File: config.mk
export PLATFORM = sky130hd
export DESIGN_NAME = mem_arbiter
export DESIGN_NICKNAME = d
export VERILOG_FILES = /design/src/rtl/mem_arbiter.sv
export SDC_FILE = /design/constraint.sdc
export NUM_CORES = 1
export LEC_CHECK = 0
export CAP_MARGIN = 20
export CORE_MARGIN = 1.5
export CORE_UTILIZATION = 43
export CTS_CLUSTER_DIAMETER = 120
export DETAILED_ROUTE_END_ITERATION = 10
export GPL_TIMING_DRIVEN = 0
export PLACE_DENSITY = 0.84
export SYNTH_ARGS = -nofsm -noshare
export SYNTH_HDL_FRONTEND = slang
export SYNTH_SLANG_ARGS = --single-unit
File: constraint.sdc
create_clock -name clk -period 3.75 [get_ports clk]
set_input_delay 1.125 -clock clk [delete_from_list [all_inputs] [get_ports clk]]
set_output_delay 1.125 -clock clk [all_outputs]
set_load 0.01 [all_outputs]
File: src/rtl/mem_arbiter.sv
// Round-robin arbiter sharing one word-wide memory between the I-cache and D-cache
// miss handlers: block fills as WORDS sequential reads, D-cache writes as one cycle.
module mem_arbiter #(
  parameter int ADDR_W = 16,
  parameter int DATA_W = 16,
  parameter int WORDS  = 8,
  localparam int OFF_W = $clog2(WORDS)
) (
  input  logic              clk,
  input  logic              rst,
  input  logic              icache_req,
  input  logic [ADDR_W-1:0] icache_addr,
  input  logic              dcache_req,
  input  logic              dcache_wr,
  input  logic [ADDR_W-1:0] dcache_addr,
  input  logic [DATA_W-1:0] dcache_wdata,
  output logic              icache_grant,
  output logic              dcache_grant,
  output logic              icache_data_vld,
  output logic              dcache_data_vld,
  output logic [DATA_W-1:0] fill_data,
  output logic [OFF_W-1:0]  fill_offset,
  output logic              icache_done,
  output logic              dcache_done,
  output logic              mem_en,
  output logic              mem_wr,
  output logic [ADDR_W-1:0] mem_addr,
  output logic [DATA_W-1:0] mem_wdata,
  input  logic [DATA_W-1:0] mem_rdata,
  input  logic              mem_rvalid
);

  typedef enum logic [1:0] {IDLE, I_FILL, D_FILL, D_WRITE} state_t;

  state_t            state_q, state_d;
  logic              last_q, last_d;       // 1 = D-cache was granted last
  logic [OFF_W:0]    issue_q, issue_d;     // MSB set once all reads are issued
  logic [OFF_W-1:0]  ret_q, ret_d;
  logic [ADDR_W-1:0] addr_q, addr_d;
  logic [DATA_W-1:0] wdata_q, wdata_d;
  logic [ADDR_W-1:0] fill_base;

  assign fill_base = {addr_q[ADDR_W-1:OFF_W+1], {(OFF_W+1){1'b0}}};

  always_ff @(posedge clk or posedge rst) begin
    if (rst) begin
      state_q <= IDLE;
      last_q  <= 1'b0;
      issue_q <= '0;
      ret_q   <= '0;
      addr_q  <= '0;
      wdata_q <= '0;
    end else begin
      state_q <= state_d;
      last_q  <= last_d;
      issue_q <= issue_d;
      ret_q   <= ret_d;
      addr_q  <= addr_d;
      wdata_q <= wdata_d;
    end
  end

  always_comb begin
    state_d         = state_q;
    last_d          = last_q;
    issue_d         = issue_q;
    ret_d           = ret_q;
    addr_d          = addr_q;
    wdata_d         = wdata_q;
    icache_grant    = (state_q == I_FILL);
    dcache_grant    = (state_q == D_FILL) || (state_q == D_WRITE);
    icache_data_vld = 1'b0;
    dcache_data_vld = 1'b0;
    fill_data       = '0;
    fill_offset     = '0;
    icache_done     = 1'b0;
    dcache_done     = 1'b0;
    mem_en          = 1'b0;
    mem_wr          = 1'b0;
    mem_addr        = '0;
    mem_wdata       = '0;

    case (state_q)
      IDLE: begin
        issue_d = '0;
        ret_d   = '0;
        // On contention the requester that was not served last wins.
        if (icache_req && (!dcache_req || last_q)) begin
          state_d = I_FILL;
          last_d  = 1'b0;
          addr_d  = icache_addr;
        end else if (dcache_req) begin
          state_d = dcache_wr ? D_WRITE : D_FILL;
          last_d  = 1'b1;
          addr_d  = dcache_addr;
          wdata_d = dcache_wdata;
        end
      end

      I_FILL, D_FILL: begin
        if (!issue_q[OFF_W]) begin
          mem_en   = 1'b1;
          mem_addr = fill_base + ADDR_W'({issue_q[OFF_W-1:0], 1'b0});
          issue_d  = issue_q + 1'b1;
        end
        // Returns may overlap the issue phase; they are counted independently.
        if (mem_rvalid) begin
          fill_data   = mem_rdata;
          fill_offset = ret_q;
          ret_d       = ret_q + 1'b1;
          if (state_q == I_FILL) icache_data_vld = 1'b1;
          else                   dcache_data_vld = 1'b1;
          if (ret_q == OFF_W'(WORDS - 1)) begin
            state_d = IDLE;
            if (state_q == I_FILL) icache_done = 1'b1;
            else                   dcache_done = 1'b1;
          end
        end
      end

      D_WRITE: begin
        mem_en      = 1'b1;
        mem_wr      = 1'b1;
        mem_addr    = addr_q;
        mem_wdata   = wdata_q;
        dcache_done = 1'b1;
        state_d     = IDLE;
      end

      default: state_d = IDLE;
    endcase
  end

endmodule

==> qor.txt <==
status: complete, no violations
total CTS buffers: 5
Tmin final: 3.55 ns
Core Rows: 27
Post-Syn Area: 2460 sq um
antenna violations before repair: 0
top fanout value on the critical path: 10
count of pins over their slew limit: 0
share of cells above drive strength 1: 11.3%
post_cts resized: 0
Core Area: 5510 sq um
internal reg-to-reg setup slack: 2.02 ns
final core utilization: 71.0%
critical path class: input pin to output pin
Via-to-Cell Ratio: 5.16
Total Die Area: 6190 sq um
EDFF count, synth: 0
die height: 78.7 um
Synth Warn #: 0
number of clock sinks: 42
post-route DRC violation count: 0
CTS tree: done
Worst-Skew Late Latency: 0.29 ns
Design Power: 2.67 mW
Post-Route WL: 6660 um
Max-Cap Viols: 0
unrepaired setup endpoints after global routing: false
pin count of the biggest net entering global routing: 43
Seq/Total Area, Yosys: 42.7%
Initial Util: 44.7%
first-pass GRT wire length: 11200 um
Async SR Flop Fraction: 100%
Clock transition at path regs: 0.07 ns
Yosys reg bits: 42
First-pass DRT Iterations: 4
Setup crit start kind: input pin
die width: 78.7 um
CTS Hold Bufs: 0
leakage: 1.67 nW
Hold WC Path Type: flop to flop
Achievable Freq: 282 MHz
Net Sw Frac: 37.6%
worst relative slew slack: 41.4%
final setup skew: 0.00626 ns
Final HPWL DP: 5120 um
Mean Syn Cell Area: 9.62 sq um
post-CTS setup buffers: 0
Peak VDD IR: 0.000342 V
Worst Setup End Kind: output pin
CTS max path bufs: 2
Area growth syn-to-layout: 58.7%
vias in the first global route: 2421
internal power: 1.67 mW
GR Util All Layers: 22.8%
DRT antenna net count: 0
area post-placement: 3820 sq um
sequential share of power: 30.3%
ys flop type: dfrtp_1
# IOs: 129
Vias: 2382
fin nets: 468
worst slew pin tran: 0.878 ns
clock network power share: 10.3%
Worst Path Arrival: 2.43 ns
Synth Instances: 256
Port-buffer cells: 127
combinational share of power: 59.4%
sw power: 1.00 mW
antenna cells: 0
Final GP Congestion: 0.825
CTS H-tree lvls: 2
DR WL/cell: 14.4 um
period utilization: 94.7%
dpl ws: 0.211 ns
pwr dens: 684 nW/um^2
WP data required: 2.62 ns
total negative slack: 0 ns
GR Overflow Total: 0
Worst Slack Setup Final: 0.199 ns
Hold Vio Cnt, Final: 0
Setup-failing EPs final: 0
Root Driver: clkbuf_8
Mapped Nets: 334
final instance area: 3910 sq um
DRT iter0 DRCs: 77
Yosys cell types: 36
-- cells in the final DEF, fill, tap and decap left out, types with 2 or more instances in the layout --
cell	instances
a21oi_1	3
a22o_1	2
a22oi_1	3
a31oi_1	16
and2_1	30
and3_1	19
buf_2	8
buf_4	5
clkbuf_1	8
clkbuf_8	5
clkdlybuf4s50_1	127
dfrtp_1	42
ha_1	8
inv_1	6
inv_2	2
mux2_2	8
mux2_4	9
mux2i_1	3
nand2_1	5
nand2b_1	3
nand3_1	16
nor2_1	26
nor2b_1	2
o21ai_0	16
o21ai_1	3
-- layer usage --
metal	wire (um)	vias up	global-route usage [%]
met5	0	-	0
met4	107	0	6.43
met3	500	10	5.93
met2	3310	93	40.2
met1	2740	1122	27.2
li1	-	1157	-
-- cell families (layout without fill, tap and decap cells) --
group	Yosys count	count (layout)	share of synthesized area, %
mux	20	20	10.4
flops	42	42	42.7
fa+ha+maj	8	8	4.07
xor+xnor	1	1	0.356
compound gates	52	52	13.7
simple gates	104	104	22.6
buf+inv	29	163	6.25
-- cells in the mapped netlist (8+ instances only) --
cell type	number	area [sq um]
and3_1	19	119
mux2_4	9	135
mux2_2	8	90.1
a31oi_1	16	100
o21ai_0	16	80.1
dfrtp_1	42	1050
and2_1	30	188
nand3_1	16	80.1
ha_1	8	100
buf_2	8	40.0
nor2_1	26	97.6
-- flip-flops by register name, summed over array words and instances, names as in the netlist --
register	cells
addr_q	16
wdata_q	16
last_q	1
ret_q	3
issue_q	4
state_q	2
-- final cells by class --
cell class / instances / area, sq um
fillers: 436 / 1600
repair buffers: 127 / 1270
multi-input cells: 185 / 1260
flip-flops and latches: 42 / 1050
plain buffers: 21 / 124
well taps: 72 / 90.1
clock buffers: 6 / 72.6
inverters: 8 / 30.0
clock inverters: 1 / 7.51
-- worst paths after layout --
kind	from	to	cells past startpoint
min in group asynchronous	rst	wdata_q[12]$_DFFE_PP0P_	2
max in group asynchronous	rst	ret_q[1]$_DFFE_PP0P_	2
hold reg to reg	wdata_q[10]$_DFFE_PP0P_	wdata_q[10]$_DFFE_PP0P_	1
setup reg to reg	state_q[0]$_DFFE_PP0P_	wdata_q[8]$_DFFE_PP0P_	6
hold / removal	wdata_q[10]$_DFFE_PP0P_	wdata_q[10]$_DFFE_PP0P_	1
setup / recovery	mem_rvalid	fill_data[11]	4
-- critical path: stages --
cell             delay, ns
clkbuf_1              0.25
clkbuf_1              0.29
and3_1                0.22
clkdlybuf4s50_1       0.54
-- power groups by stage --
stage          Clock, mW  Sequential, mW  Combinational (mW)
2_1_floorplan          0           0.775               0.949
5_1_grt            0.303           0.840                1.74
3_3_place_gp           0           0.802                1.55
4_1_cts            0.285           0.809                1.60
3_5_place_dp           0           0.817                1.59
6_report           0.276           0.809                1.59
-- through the flow --
stage                     hold WS [ns]  std cells
after floorplan                  0.472        256
after global placement           0.481        455
after detailed placement         0.489        455
after CTS                        0.509        462
after global routing             0.521        462
final                            0.502        462
Power figures use the tool's default switching activity.
==> RTL change 1 (same settings) <==
The parameter `DATA_W` goes from 16 to 14.
--- a/src/rtl/mem_arbiter.sv
+++ b/src/rtl/mem_arbiter.sv
@@ -3,5 +3,5 @@
 module mem_arbiter #(
   parameter int ADDR_W = 16,
-  parameter int DATA_W = 16,
+  parameter int DATA_W = 14,
   parameter int WORDS  = 8,
   localparam int OFF_W = $clog2(WORDS)
Ports: changed (resized dcache_wdata, fill_data, mem_rdata and mem_wdata); port bits go from 129 to 121. No check against the original RTL was run, so the function may have changed too.
==> RTL change 1 against the unedited design <==
  * Area after synthesis fell by 3.8%
  * Non-clock buffer count fell by 8
  * Cell count fell by 3.9%
  * Maximum frequency is essentially flat
  * Total power is 4.0% lower
  * Highest routed layer unchanged
  * Cell area is 4.4% lower
  * Clock power fell by 2%
  * Sequential cell count is 2 lower
  * Setup slack got worse by 0.91 ps
  * Wire length fell by 5.1%
==> RTL change 1: results (changes against the unedited design) <==
.. list-table::
   :header-rows: 1

   * - Metric
     - Value
   * - Final #Nets
     - 448 (-4.3%)
   * - Largest registers
     - addr_q x16, wdata_q x14, issue_q x4
   * - Worst VDD drop
     - 448 µV (+31%)
   * - Path category of the worst min-delay check
     - register to register
   * - Total placed instance area
     - 3660 µm² (-4.3%)
   * - Ratio of cells with drive above 1 in the final layout
     - 0.112 (-0.000521)
   * - Detailed Route Iter0 Violations
     - 150 (+95%)
   * - Number of buffers on the longest clock path
     - 2 (unchanged)
   * - Worst-Skew Late Latency
     - 290 ps (about the same)
   * - Post-synth ARST share
     - 1.00 (unchanged)
   * - Synth Warn #
     - 0 (unchanged)
   * - TritonRoute pass-1 iters
     - 4 (unchanged)
   * - Synth cell types
     - 36 (unchanged)
   * - Slew margin rel.
     - 0.448 (+0.0334)
   * - Routability congestion estimate
     - 0.829 (+0.48%)
   * - Static Leak
     - 1.61 nW (-3.6%)
   * - N_diodes
     - 0 (unchanged)
   * - Worst path arrival time
     - 2430 ps (about the same)
   * - Final routed wire length divided by cell count
     - 14.2 µm (-1.3%)
   * - Slowest library cell on the worst path
     - clkdlybuf4s50_1
   * - Total number of H-tree levels
     - 2 (unchanged)
   * - Sum of net half-perimeters after detailed placement
     - 4.76 mm (-6.9%)
   * - Global route total overflow
     - 0 (unchanged)
   * - Antenna violations before repair
     - 0 (unchanged)
   * - # Post-CTS Setup Buffers
     - 0 (unchanged)
   * - Status
     - completed
   * - Global-route wire length before repair
     - 10.6 mm (-5.8%)
   * - Count of input and output buffers
     - 120 (-5.5%)
   * - Max Cap Viol
     - 0 (unchanged)
   * - Post-placement worst setup slack
     - -133 ps (-345 ps)
   * - Final Skew
     - 6.67 ps (+0.415 ps)
   * - Synth top area cells
     - dfrtp_1 (42%), and2_1 (7.4%), mux2_4 (5.7%), and3_1 (4.5%), a31oi_1 (4.2%)
   * - Most used standard cells in the synthesized netlist
     - dfrtp_1 (40), and2_1 (28), nor2_1 (26)
   * - Via count of the first global-routing pass
     - 2243 (-7.4%)
   * - Number of fillers in the final layout
     - 420 (-3.7%)
   * - Maximum fanout count along the critical path
     - 6 (-4)
   * - Stage delay of the slowest cell on the critical path
     - 560 ps (+20 ps)
   * - Post-Syn Nets
     - 321 (-3.9%)
   * - Routed via count divided by cell count
     - 5.11 (-0.88%)
   * - Pin count of the biggest net entering global routing
     - 41 (-4.7%)
   * - Clock root buffer master
     - clkbuf_8
   * - Global Route Usage Sum
     - 0.221 (-0.00620)
   * - Share of synthesized area occupied by flip-flops and latches
     - 0.422 (-0.00444)
   * - TritonCTS buffer count
     - 5 (unchanged)
   * - Post-CTS clock slew at the launch and capture registers of the worst setup and hold paths
     - 70 ps (about the same)
RTL change 1: cell count changes in the layout (fill, tap and decap cells not counted), moves of 3 or more:
cell / change
o21ai_0: -7
o21ai_1: +7
clkdlybuf4s50_1: -8
clkbuf_1: -3
RTL change 1: power by group:
group / switching (W) / total, W / internal [W]
combinational: 0.000694 / 0.00153 / 0.000833
sequential: 0.000122 / 0.000767 / 0.000645
clock: 0.000144 / 0.000270 / 0.000127
total: 0.000960 / 0.00256 / 0.00160
RTL change 1: metal layers:
layer | global-route usage | share of wire | vias to the layer above
met1 | 0.276 | 0.42 | 1056
met2 | 0.383 | 0.49 | 88
met3 | 0.0476 | 0.073 | 11
li1 | - | - | 1114
met4 | 0.0636 | 0.014 | 0
met5 | 0 | 0 | -
RTL change 1: per-stage QoR:
stage / power (W) / std cells
global route: 0.00276 / 444
detailed placement: 0.00231 / 437
CTS: 0.00258 / 444
floorplan: 0.00167 / 247
global placement: 0.00227 / 437
finish: 0.00256 / 444
RTL change 1: cells by family after synthesis:
logic type / count (synthesis) / share of synthesized area
buffers and inverters: 28 / 0.0671
AND/OR/NAND/NOR: 100 / 0.224
adder cells (fa/ha/maj): 8 / 0.0422
flip-flops: 40 / 0.422
XOR/XNOR: 1 / 0.00370
AO/OA/AOI/OAI: 52 / 0.143
multiplexers: 18 / 0.0982
RTL change 1: cell type report:
| cell class | count | area, µm² | area share |
|---|---|---|---|
| buffer | 20 | 131 | 0.0352 |
| clock buffer | 6 | 72.6 | 0.0194 |
| clock inverter | 1 | 5.00 | 0.00134 |
| inverter | 8 | 30.0 | 0.00803 |
| multi-input combinational | 179 | 1210 | 0.324 |
| sequential | 40 | 1000 | 0.268 |
| tap | 70 | 87.6 | 0.0234 |
| timing repair buffer | 120 | 1200 | 0.321 |
RTL change 1: final timing paths:
check	to	startpoint	cells after the start	slack, ps
setup / recovery	dcache_done	mem_rvalid	5	200
max in group asynchronous	issue_q[1]	rst	2	1910
setup reg to reg	state_q[1]	state_q[0]	6	2040
min in group asynchronous	addr_q[13]	rst	2	1330
hold reg to reg	wdata_q[4]	wdata_q[4]	1	500
hold / removal	wdata_q[4]	wdata_q[4]	1	500
RTL change 1: timing repair:
item | CTS | global route
setup endpoints to repair | 20 | 0
gates resized for setup | 3 | 0
hold buffers | 0 | 0
hold endpoints to repair | 0 | 0
RTL change 1: worst max-delay path: cells and delay by family:
| kind | cells | cell delay [ps] |
|---|---|---|
| simple gates | 2 | 360 |
| compound gates | 1 | 70 |
| buf+inv | 2 | 870 |
==> RTL change 2 (config.mk and constraints unchanged) <==
Made on the original files. `addr_q` and `wdata_q` no longer have a reset.
--- a/src/rtl/mem_arbiter.sv
+++ b/src/rtl/mem_arbiter.sv
@@ -49,6 +49,4 @@
       issue_q <= '0;
       ret_q   <= '0;
-      addr_q  <= '0;
-      wdata_q <= '0;
     end else begin
       state_q <= state_d;
@@ -56,7 +54,10 @@
       issue_q <= issue_d;
       ret_q   <= ret_d;
-      addr_q  <= addr_d;
-      wdata_q <= wdata_d;
     end
+  end
+
+  always_ff @(posedge clk) begin
+    addr_q  <= addr_d;
+    wdata_q <= wdata_d;
   end
 
Formal check against the unedited RTL: no difference found for any inputs over 10 cycles, from zero or initial values and one cycle with rst high; that may be too few to reach the edited logic, so the function may still have changed.
==> RTL change 2 against the unedited design <==
  * Setup slack gained 23 ps
  * Clock power grew 3%
  * Largest cell class unchanged
  * Critical endpoint is now mem_addr[9]
  * Sequential cell count is the same
  * Clock skew shrank 2.8 ps
  * Global-route usage shrank 2.5 points
  * Hold slack lost 2.3 ps
  * Area after synthesis shrank 9.5%
  * Register-to-register slack lost 760 ps
  * First-iteration DRC count shrank 2.6%
  * Cell area shrank 5.9%
  * Sequential power shrank 9.0%
  * Total power shrank 16%
  * Wire length shrank 18%
  * Maximum frequency grew 0.65%
==> RTL change 2: results (changes against the unedited design) <==
.. list-table::
   :header-rows: 1

   * - Metric
     - Value
   * - Worst-Skew Late Latency
     - 290 ps (about the same)
   * - R2r startpoint
     - state_q[0]
   * - Global-route wire length before repair
     - 8.45 mm (-25%)
   * - Pin count of the biggest net entering global routing
     - 17 (-60%)
   * - Routability congestion estimate
     - 0.723 (-12%)
   * - Most used standard cells in the synthesized netlist
     - edfxtp_1 (32), and2_1 (30), and3_1 (19)
   * - TritonCTS buffer count
     - 5 (unchanged)
   * - N_diodes
     - 0 (unchanged)
   * - Largest registers
     - addr_q x16, wdata_q x16, issue_q x4
   * - Ratio of cells with drive above 1 in the final layout
     - 0.122 (+0.00937)
   * - Number of buffers on the longest clock path
     - 2 (unchanged)
   * - Ys flop type
     - edfxtp_1
   * - Reg-to-Reg End
     - wdata_q[5]
   * - Max Cap Viol
     - 0 (unchanged)
   * - # Post-CTS Setup Buffers
     - 0 (unchanged)
   * - Final routed wire length divided by cell count
     - 14.4 µm (about the same)
   * - Global Route Usage Sum
     - 0.203 (-0.0248)
   * - Setup ws final
     - 222 ps (+22.8 ps)
   * - Final #Nets
     - 388 (-17%)
   * - Sum of net half-perimeters after detailed placement
     - 4.24 mm (-17%)
   * - Post-placement worst setup slack
     - 303 ps (+91.3 ps)
   * - Antenna violations before repair
     - 0 (unchanged)
   * - Post-synth ARST share
     - 0.238 (-0.762)
   * - Worst VDD drop
     - 323 µV (-5.5%)
   * - Worst setup path start
     - state_q[1]
   * - Routed via count divided by cell count
     - 4.77 (-7.6%)
   * - Number of gates given a new drive strength after cts
     - 0 (unchanged)
   * - Post-CTS clock slew at the launch and capture registers of the worst setup and hold paths
     - 80 ps
   * - Least-Margin Pin Slew
     - 547 ps (-330 ps)
   * - Worst path arrival time
     - 2400 ps (-30 ps)
   * - Detailed Route Iter0 Violations
     - 75 (-2.6%)
   * - Sw Share
     - 0.344 (-0.0313)
   * - Synth Warn #
     - 0 (unchanged)
   * - Setup slack on the worst flop-to-flop path
     - 1260 ps (-760 ps)
   * - CP endpoint
     - mem_addr[9]
   * - Synth cell types
     - 36 (unchanged)
   * - Maximum fanout count along the critical path
     - 10 (unchanged)
   * - Clock root buffer master
     - clkbuf_8
   * - Final Skew
     - 3.46 ps (-2.79 ps)
   * - Hold path startpoint
     - last_q
   * - Count of input and output buffers
     - 127 (unchanged)
   * - Static Leak
     - 1.49 nW (-11%)
   * - Reg2Reg Depth
     - 6 (unchanged)
   * - Status
     - completed
   * - Total number of H-tree levels
     - 2 (unchanged)
   * - Via count of the first global-routing pass
     - 1808 (-25%)
   * - Cts-stage hold buffer count
     - 0 (unchanged)
   * - Number of fillers in the final layout
     - 349 (-20%)
   * - Share of synthesized area occupied by flip-flops and latches
     - 0.544 (+0.117)
   * - Path category of the worst min-delay check
     - register to register
   * - Number of flops mapped to enable cells by yosys
     - 32 (+32)
   * - Synth top area cells
     - edfxtp_1 (43%), dfrtp_1 (11%), and2_1 (8.4%), mux2_4 (6.1%), and3_1 (5.3%)
   * - Post-Syn Nets
     - 253 (-24%)
RTL change 2: changes by cell type in the layout (fill, tap and decap cells not counted), sizes merged, moves of 2 or more:
| cell | unedited run | this run |
|---|---|---|
| o21ai | 19 | 2 |
| inv | 8 | 4 |
| a31oi | 16 | 1 |
| buf | 14 | 5 |
| dfrtp | 42 | 10 |
| nor2 | 26 | 9 |
| mux2 | 17 | 19 |
| nand3 | 16 | 0 |
| edfxtp | 0 | 32 |
| a21oi | 5 | 2 |
RTL change 2: power by group through the flow:
stage | Combinational [W] | Clock, W | Sequential, W
5_1_grt | 0.00134 | 0.000313 | 0.000752
6_report | 0.00122 | 0.000285 | 0.000736
3_3_place_gp | 0.00119 | 0 | 0.000741
4_1_cts | 0.00124 | 0.000293 | 0.000736
2_1_floorplan | 0.000667 | 0 | 0.000727
3_5_place_dp | 0.00123 | 0 | 0.000744
RTL change 2: cells by family after synthesis:
| logic type | Yosys count | synth area share |
|---|---|---|
| AO/OA/AOI/OAI | 18 | 0.0623 |
| AND/OR/NAND/NOR | 70 | 0.193 |
| adder cells (fa/ha/maj) | 8 | 0.0449 |
| flip-flops | 42 | 0.544 |
| XOR/XNOR | 1 | 0.00393 |
| multiplexers | 21 | 0.120 |
| buffers and inverters | 15 | 0.0326 |
RTL change 2: cell type report:
cell class                      count  area share
Timing Repair Buffer              128       0.348
Sequential cell                    42       0.329
Multi-Input combinational cell    118       0.257
Tap cell                           70      0.0238
Clock buffer                        7      0.0207
Buffer                             11      0.0156
Inverter                            4     0.00408
Clock inverter                      1     0.00204
RTL change 2: metrics by stage:
| step | cells | instance area [µm²] |
|---|---|---|
| final | 381 | 3680 |
| after CTS | 381 | 3680 |
| after floorplan | 175 | 2230 |
| after global routing | 381 | 3680 |
| after global placement | 372 | 3590 |
| after detailed placement | 373 | 3590 |
RTL change 2: routing by layer:
| layer | share of wire | up-vias | GRT usage | routed length, µm |
|---|---|---|---|---|
| met5 | 0 | - | 0 | 0 |
| met4 | 0.012 | 0 | 0.0626 | 64 |
| met3 | 0.073 | 6 | 0.0696 | 403 |
| met2 | 0.52 | 64 | 0.358 | 2880 |
| met1 | 0.39 | 856 | 0.232 | 2140 |
| li1 | - | 890 | - | - |
RTL change 2: how the worst min path moves through the flow:
stage	end	slack, ps	cells after the start
floorplan	last_q	450	1
global placement	last_q	470	1
detailed placement	last_q	480	1
CTS	last_q	490	1
global route	last_q	520	1
finish	last_q	500	1
RTL change 2: critical path, delay by kind of cell, from the launching register on:
kind / cells / cell delay (ps)
adders and majority gates: 1 / 330
DFF: 1 / 400
AOI/OAI and AO/OA: 1 / 170
and+or+nand+nor: 2 / 370
buffers and inverters: 3 / 840
